[src/rtl/spi_byte_master.sv]
// Byte-wide SPI master: valid/ready byte intake, configurable CPOL/CPHA/bit order,
// with chip select held low across a burst until a byte marked last has shifted.
module spi_byte_master #(
  parameter int unsigned CLK_DIV   = 4,
  parameter bit          CPOL      = 1'b0,
  parameter bit          CPHA      = 1'b0,
  parameter bit          MSB_FIRST = 1'b1
) (
  input  logic       i2c_wb_clk_i,
  input  logic       i2c_wb_rst_i,
  input  logic [7:0] tx_data_i,
  input  logic       tx_valid_i,
  input  logic       tx_last_i,
  output logic       tx_ready_o,
  output logic [7:0] rx_data_o,
  output logic       rx_valid_o,
  output logic       busy_o,
  output logic       sck_o,
  output logic       mosi_o,
  input  logic       miso_i,
  output logic       cs_n_o
);

  typedef enum logic [2:0] {
    IDLE,
    LEAD,
    SHIFT,
    TRAIL,
    GAP
  } state_e;

  localparam logic [7:0] DIV_LD = 8'(CLK_DIV - 1);

  state_e     state_q, state_d;
  logic [7:0] div_q, div_d;
  logic [4:0] edge_q, edge_d;
  logic       sck_q, sck_d;
  logic       mosi_q, mosi_d;
  logic       last_q, last_d;
  logic       rxv_q, rxv_d;
  logic [7:0] txsr_q, txsr_d;
  logic [7:0] rxsr_q, rxsr_d;
  logic [7:0] rxd_q, rxd_d;

  logic       hs;
  logic       tick;
  logic       smp;
  logic [7:0] rx_nxt;

  function automatic logic first_bit(input logic [7:0] b);
    return MSB_FIRST ? b[7] : b[0];
  endfunction

  function automatic logic [7:0] shl(input logic [7:0] b);
    return MSB_FIRST ? {b[6:0], 1'b0} : {1'b0, b[7:1]};
  endfunction

  assign tx_ready_o = (state_q == IDLE) || (state_q == GAP);
  assign busy_o     = (state_q != IDLE);
  assign cs_n_o     = (state_q == IDLE);
  assign sck_o      = sck_q;
  assign mosi_o     = mosi_q;
  assign rx_data_o  = rxd_q;
  assign rx_valid_o = rxv_q;

  assign hs   = tx_valid_i & tx_ready_o;
  assign tick = (div_q == 8'd0);
  // edge_q+1 is the edge about to be produced; odd edges sample when CPHA=0
  assign smp  = (~edge_q[0]) ^ CPHA;
  assign rx_nxt = MSB_FIRST ? {rxsr_q[6:0], miso_i}
                            : {miso_i, rxsr_q[7:1]};

  always_comb begin
    state_d = state_q;
    div_d   = (div_q != 8'd0) ? div_q - 8'd1 : div_q;
    edge_d  = edge_q;
    sck_d   = sck_q;
    mosi_d  = mosi_q;
    last_d  = last_q;
    txsr_d  = txsr_q;
    rxsr_d  = rxsr_q;
    rxd_d   = rxd_q;
    rxv_d   = 1'b0;
    unique case (state_q)
      IDLE, GAP: begin
        if (hs) begin
          state_d = LEAD;
          div_d   = DIV_LD;
          edge_d  = 5'd0;
          last_d  = tx_last_i;
          if (CPHA) begin
            txsr_d = tx_data_i;
          end else begin
            mosi_d = first_bit(tx_data_i);
            txsr_d = shl(tx_data_i);
          end
        end
      end
      LEAD, SHIFT: begin
        if (tick) begin
          state_d = SHIFT;
          div_d   = DIV_LD;
          sck_d   = ~sck_q;
          edge_d  = edge_q + 5'd1;
          if (smp) begin
            rxsr_d = rx_nxt;
          end else if (edge_q != 5'd15) begin
            mosi_d = first_bit(txsr_q);
            txsr_d = shl(txsr_q);
          end
          if (edge_q == 5'd15) begin
            rxv_d   = 1'b1;
            rxd_d   = smp ? rx_nxt : rxsr_q;
            state_d = last_q ? TRAIL : GAP;
          end
        end
      end
      TRAIL: begin
        if (tick) begin
          state_d = IDLE;
          div_d   = DIV_LD;
          mosi_d  = 1'b0;
        end
      end
      default: state_d = IDLE;
    endcase
  end

  always_ff @(posedge i2c_wb_clk_i) begin
    if (i2c_wb_rst_i) begin
      state_q <= IDLE;
      div_q   <= 8'd0;
      edge_q  <= 5'd0;
      sck_q   <= CPOL;
      mosi_q  <= 1'b0;
      last_q  <= 1'b0;
      rxv_q   <= 1'b0;
      txsr_q  <= 8'h00;
      rxsr_q  <= 8'h00;
      rxd_q   <= 8'h00;
    end else begin
      state_q <= state_d;
      div_q   <= div_d;
      edge_q  <= edge_d;
      sck_q   <= sck_d;
      mosi_q  <= mosi_d;
      last_q  <= last_d;
      rxv_q   <= rxv_d;
      txsr_q  <= txsr_d;
      rxsr_q  <= rxsr_d;
      rxd_q   <= rxd_d;
    end
  end

endmodule

[config.mk]
export PLATFORM = sky130hd
export DESIGN_NAME = spi_byte_master
export DESIGN_NICKNAME = d
export VERILOG_FILES = /design/src/rtl/spi_byte_master.sv
export SDC_FILE = /design/constraint.sdc
export NUM_CORES = 1
export LEC_CHECK = 0
export BUFFER_PORTS_ARGS = -buffer_cell sky130_fd_sc_hd__buf_4
export CORE_MARGIN = 10
export CORE_UTILIZATION = 45
export CTS_BUF_LIST = sky130_fd_sc_hd__clkbuf_16
export DETAILED_ROUTE_END_ITERATION = 16
export HOLD_SLACK_MARGIN = 0.05
export PLACE_DENSITY_LB_ADDON = 0.2
export SYNTH_ARGS = -nofsm -noshare
export SYNTH_HDL_FRONTEND = slang
export SYNTH_SLANG_ARGS = --single-unit
[constraint.sdc]
create_clock -name i2c_wb_clk_i -period 5.2 [get_ports i2c_wb_clk_i]
set_clock_uncertainty 0.1 [all_clocks]
set_input_delay 1.3 -clock i2c_wb_clk_i [delete_from_list [all_inputs] [get_ports i2c_wb_clk_i]]
set_output_delay 1.3 -clock i2c_wb_clk_i [all_outputs]
set_load 0.005 [all_outputs]
Word-level counts from Yosys, hierarchy flattened --
Cells that the tools add are included. W data, S select, Z words.
Word-level totals: flip-flop bits (word level) 44, input port bits 13, output and inout bits 14, logic and storage cells 71
Cells by class: add/sub/neg operators 2, equal/unequal tests 11, muxes and demuxes 26, bitwise gates (word level) 4, reduce and logical (&&, ||, !) cells 18
Operator list (number):
- $mux W8 | 8
- $pmux W8 S2 | 2
- $mux W3 | 5
- $mux W5 | 2
- $ne A2 B2 Y1 const B | 5
- $pmux W5 S2 | 1
- $pmux W3 S3 | 1
- $reduce_and A3 Y1 | 3
- $logic_not A8 Y1 | 1
- $reduce_bool A8 Y1 | 1
- $sub A8 B1 Y8 const B | 1
- $eq A3 B2 Y1 const B | 2
- $mux W1 | 6
- $reduce_and A6 Y1 | 1
- $reduce_bool A3 Y1 | 2
- $reduce_or A3 Y1 | 2
- $add A5 B1 Y5 const B | 1
- $eq A5 B4 Y1 const B | 1
- $ne A5 B4 Y1 const B | 1
- $reduce_and A5 Y1 | 1
- $reduce_and A2 Y1 | 2
- $reduce_or A2 Y1 | 2
- $eq A3 B1 Y1 const B | 1
- $eq A3 B3 Y1 const B | 1
- 6 further kinds | 8

Longest topological paths before layout --
depth after elaboration 5, depth in mapped cells 7, mapped depth without buffers 7

Worst setup path before layout --
OpenSTA, ideal clock, no wires.
path kind input-to-reg, start in tx_valid_i, end reg txsr_q[2], setup time 0.121 ns, arrival 2.501 ns, required time 4.979 ns, setup slack 2.478 ns, cell stages on the path 5, path buffers 2, path through or3b_2 clkbuf_1 a22o_1 buf_2 mux2_2
Between the ends: cells in the longest elaborated chain, start to end 3
RTL lines:
- start: declaration | RTL line 12 | input logic tx_valid_i,
- $and A1 B1 Y1 | RTL line 66 | assign hs = tx_valid_i & tx_ready_o;
- $ne A2 B2 Y1 (no line)
- $reduce_and A5 Y1 (no line)
- end signal: assignment | RTL line 149 | txsr_q <= txsr_d;
- end: declaration | RTL line 41 | logic [7:0] txsr_q, txsr_d;
No other way between the ends. A chain may end at the register's enable or synchronous reset.

Worst setup path in the final report --
start reg state_q[2], end out cs_n_o
Between the ends: cells in the longest elaborated chain, start to end 1
RTL lines:
- start: declaration | RTL line 34 | state_e state_q, state_d;
- start signal: assignment | RTL line 142 | state_q <= state_d;
- $logic_not A3 Y1 | RTL line 60 | assign cs_n_o = (state_q == IDLE);
- end: declaration | RTL line 21 | output logic cs_n_o
No other way between the ends.

==> qor.yml <==
power_internal_mw: 0.892
num-nets-final: 279
mostFrequentLayoutCells: "sky130_fd_sc_hd__dfxtp_1 (43), sky130_fd_sc_hd__a21oi_1 (29), sky130_fd_sc_hd__buf_4 (27)"
net-switching-power_mw: 0.531
reg2reg_from: "edge_q[0]"
die_area_sq_mm: 0.00808
number_of_instances_resized_during_post_cts_repair: 0
synth_cell_types: 45
fin_ws_ns: 2.12
gr-usage-met3: 0.0324
fin_crit_ns: 3.08
clock_power_share: 0.248
status: "finished, final reports clean"
routed_via_density: 5.42
final_max_slew_viol_count: 0
synth-main-ff-cell: "sky130_fd_sc_hd__dfxtp_1"
synth.avg_cell_area_sq_um: 8.97
post_place_setup_slack_ns: 2.26
clock-root-buffer: "sky130_fd_sc_hd__clkbuf_16"
use_met1: 0.141
hold_buffers: 0
grt_setup_unrepaired: "false"
timing_hold_violations_final: 0
gr-usage-all-layers: 0.115
h-tree-depth: 2
cell_area_placed_sq_mm: 0.00240
timing.rr.end: "txsr_q[2]"
ff2ff_path_depth: 6
startpoint_type: "flip-flop"
floorplan.die.width_um: 89.9
synth_seq_cells: 43
postRouteWirelength_mm: 4.62
share_seq_of_total_power: 0.354
design.core.area_sq_mm: 0.00472
max_cap_violations: 0
setup_viol: 0
design.portCount: 27
drive_gt1_frac: 0.213
busiest_layer: "met2"
worst_pin_slew_ns: 0.969
insertedDiodeCount: 0
ant_nets: 0
drt_first_iter_violations: 69
setup.worst_path.class: "flip-flop to output port"
hold-path-endpoint: "last_q"
max_freq_ghz: 0.324
netSwitchingFraction: 0.373
detail_route.drc_violations: 0
postCtsSetupBuffers: 0
start_util: 0.465
final_area_sq_mm: 0.00257
post_drt_wl_per_cell_um: 14.0
number_of_flops_mapped_to_enable_cells_by_yosys: 0
max_slew_margin: 0.353
grt_pass1_vias: 1793
synth-seq-area-share: 0.392
antenna_found_initial: 0
synth_cells: 245
critical_path_arrival_ns: 1.68
tritoncts: "built"
vias: 1790
global_routing_usage_on_met2: 0.183
gp_congestion: 0.770
placement_rows: 25
max-clock-path-buffers: 2
pin_count_of_the_biggest_net_entering_global_routing: 40
worstHoldPathCells: 2
detailed_place_hpwl_mm: 3.09
worst_setup_hold_path_clk_slew_ns: 0.06
critical_path_required_ns: 3.80
combinational_power_share: 0.398
critPathMaxFanout: 16
worstHoldPathType: "flip-flop to flip-flop"
post_synth_instance_area_sq_mm: 0.00220
drt-pass1-iter-count: 4
holdCritStartpoint: "last_q"
worst_skew_pair.late_latency_ns: 0.28
fp.dieH_um: 89.9
final_period_util: 0.593
mostFrequentLayoutCell: "sky130_fd_sc_hd__dfxtp_1"
leakage_nw: 0.947
critPathCaptureType: "output port"
synthToLayoutAreaGrowth_pct: 17.0
setup_tns_ns: 0
ir_drop_mv: 0.232
tritoncts.num_buffers: 5
mappedNetlistNets: 262
grt_pass1_wl_mm: 8.09
r2r_setup_slack_ns: 2.23
ys.warnings.count: 0
io_buffer_count: 26
powerDensity_mw_per_mm2: 554
postSynth.asyncResetShare: 0
grt-ovfl-total: 0
clkSinkCount: 43
## critical path, stage by stage, from the launching register on
cell,delay [ns]
sky130_fd_sc_hd__dfxtp_1,0.66
sky130_fd_sc_hd__clkinv_1,0.40
sky130_fd_sc_hd__nand2_1,0.17
sky130_fd_sc_hd__inv_1,0.05
sky130_fd_sc_hd__buf_4,0.13
## flip-flops by register name (all words and copies together), names as in the netlist, 3 cells and up
| name | cells |
|---|---|
| div_q | 8 |
| rx_data_o | 8 |
| rxsr_q | 8 |
| txsr_q | 7 |
| edge_q | 5 |
| state_q | 3 |
## through the flow
stage,hold WS (ns),utilization,power [mW],std cells
detailed placement,0.379,0.509,1.07,322
CTS,0.388,0.544,1.43,330
floorplan,0.342,-,0.943,245
global placement,0.370,0.509,1.07,322
finish,0.380,0.544,1.42,330
global route,0.415,0.544,1.53,330
## worst max-delay path by stage
stage / start / end / slack (ns) / cells after the start
2_1_floorplan: tx_valid_i / txsr_q[2] / 2.48 / 5
3_3_place_gp: edge_q[0] / txsr_q[4] / 2.32 / 6
3_5_place_dp: edge_q[0] / txsr_q[2] / 2.26 / 6
4_1_cts: state_q[2] / cs_n_o / 2.10 / 4
5_1_grt: state_q[2] / cs_n_o / 1.93 / 4
6_report: state_q[2] / cs_n_o / 2.12 / 4
## Yosys cell counts, types with 2 or more instances
| cell | count | area (sq um) |
|---|---|---|
| sky130_fd_sc_hd__a211oi_1 | 3 | 22.5 |
| sky130_fd_sc_hd__a211oi_2 | 7 | 87.6 |
| sky130_fd_sc_hd__a21oi_1 | 29 | 145 |
| sky130_fd_sc_hd__a311oi_1 | 2 | 17.5 |
| sky130_fd_sc_hd__and3_1 | 3 | 18.8 |
| sky130_fd_sc_hd__buf_2 | 3 | 15.0 |
| sky130_fd_sc_hd__buf_4 | 2 | 15.0 |
| sky130_fd_sc_hd__clkbuf_1 | 11 | 41.3 |
| sky130_fd_sc_hd__dfxtp_1 | 43 | 861 |
| sky130_fd_sc_hd__ha_1 | 4 | 50.1 |
| sky130_fd_sc_hd__inv_1 | 7 | 26.3 |
| sky130_fd_sc_hd__mux2_2 | 6 | 67.6 |
| sky130_fd_sc_hd__mux2i_1 | 11 | 110 |
| sky130_fd_sc_hd__nand2_1 | 11 | 41.3 |
| sky130_fd_sc_hd__nand2b_1 | 2 | 12.5 |
| sky130_fd_sc_hd__nand3_1 | 8 | 40.0 |
| sky130_fd_sc_hd__nand3b_1 | 9 | 67.6 |
| sky130_fd_sc_hd__nand4_1 | 3 | 18.8 |
| sky130_fd_sc_hd__nor2_1 | 15 | 56.3 |
| sky130_fd_sc_hd__nor2b_1 | 9 | 56.3 |
| sky130_fd_sc_hd__nor3_1 | 6 | 30.0 |
| sky130_fd_sc_hd__o21ai_0 | 17 | 85.1 |
| sky130_fd_sc_hd__or3_1 | 4 | 25.0 |
| sky130_fd_sc_hd__or3b_2 | 2 | 17.5 |
| sky130_fd_sc_hd__or4bb_1 | 2 | 22.5 |
| sky130_fd_sc_hd__xnor2_1 | 5 | 43.8 |
| sky130_fd_sc_hd__xor2_1 | 3 | 26.3 |
## routing by layer
metal	up-vias	share of wire
met5	-	0
met4	0	0.015
met3	8	0.042
met2	34	0.45
met1	838	0.50
li1	910	-
## layout make-up
cell class / instances / area (sq um)
multi-input combinational: 177 / 1220
tap: 67 / 83.8
clock buffer: 5 / 125
clock inverter: 3 / 43.8
fill: 429 / 2150
timing repair buffer: 27 / 203
sequential: 43 / 861
inverter: 8 / 30.0
## power by group through the flow
stage | logic [mW] | clock network (mW) | registers [mW]
floorplan | 0.479 | 0 | 0.463
global route | 0.641 | 0.373 | 0.519
CTS | 0.569 | 0.363 | 0.503
global placement | 0.559 | 0 | 0.507
finish | 0.566 | 0.353 | 0.504
detailed placement | 0.564 | 0 | 0.509
## cells by family (layout without fill, tap and decap cells)
logic type / Yosys count / in the layout / share of synthesized area
flip-flops: 43 / 43 / 0.392
AND/OR/NAND/NOR: 80 / 80 / 0.218
AO/OA/AOI/OAI: 67 / 67 / 0.196
multiplexers: 17 / 17 / 0.0808
adder cells (fa/ha/maj): 4 / 4 / 0.0228
buffers and inverters: 25 / 43 / 0.0512
XOR/XNOR: 9 / 9 / 0.0393
Power figures use the tool's default switching activity.
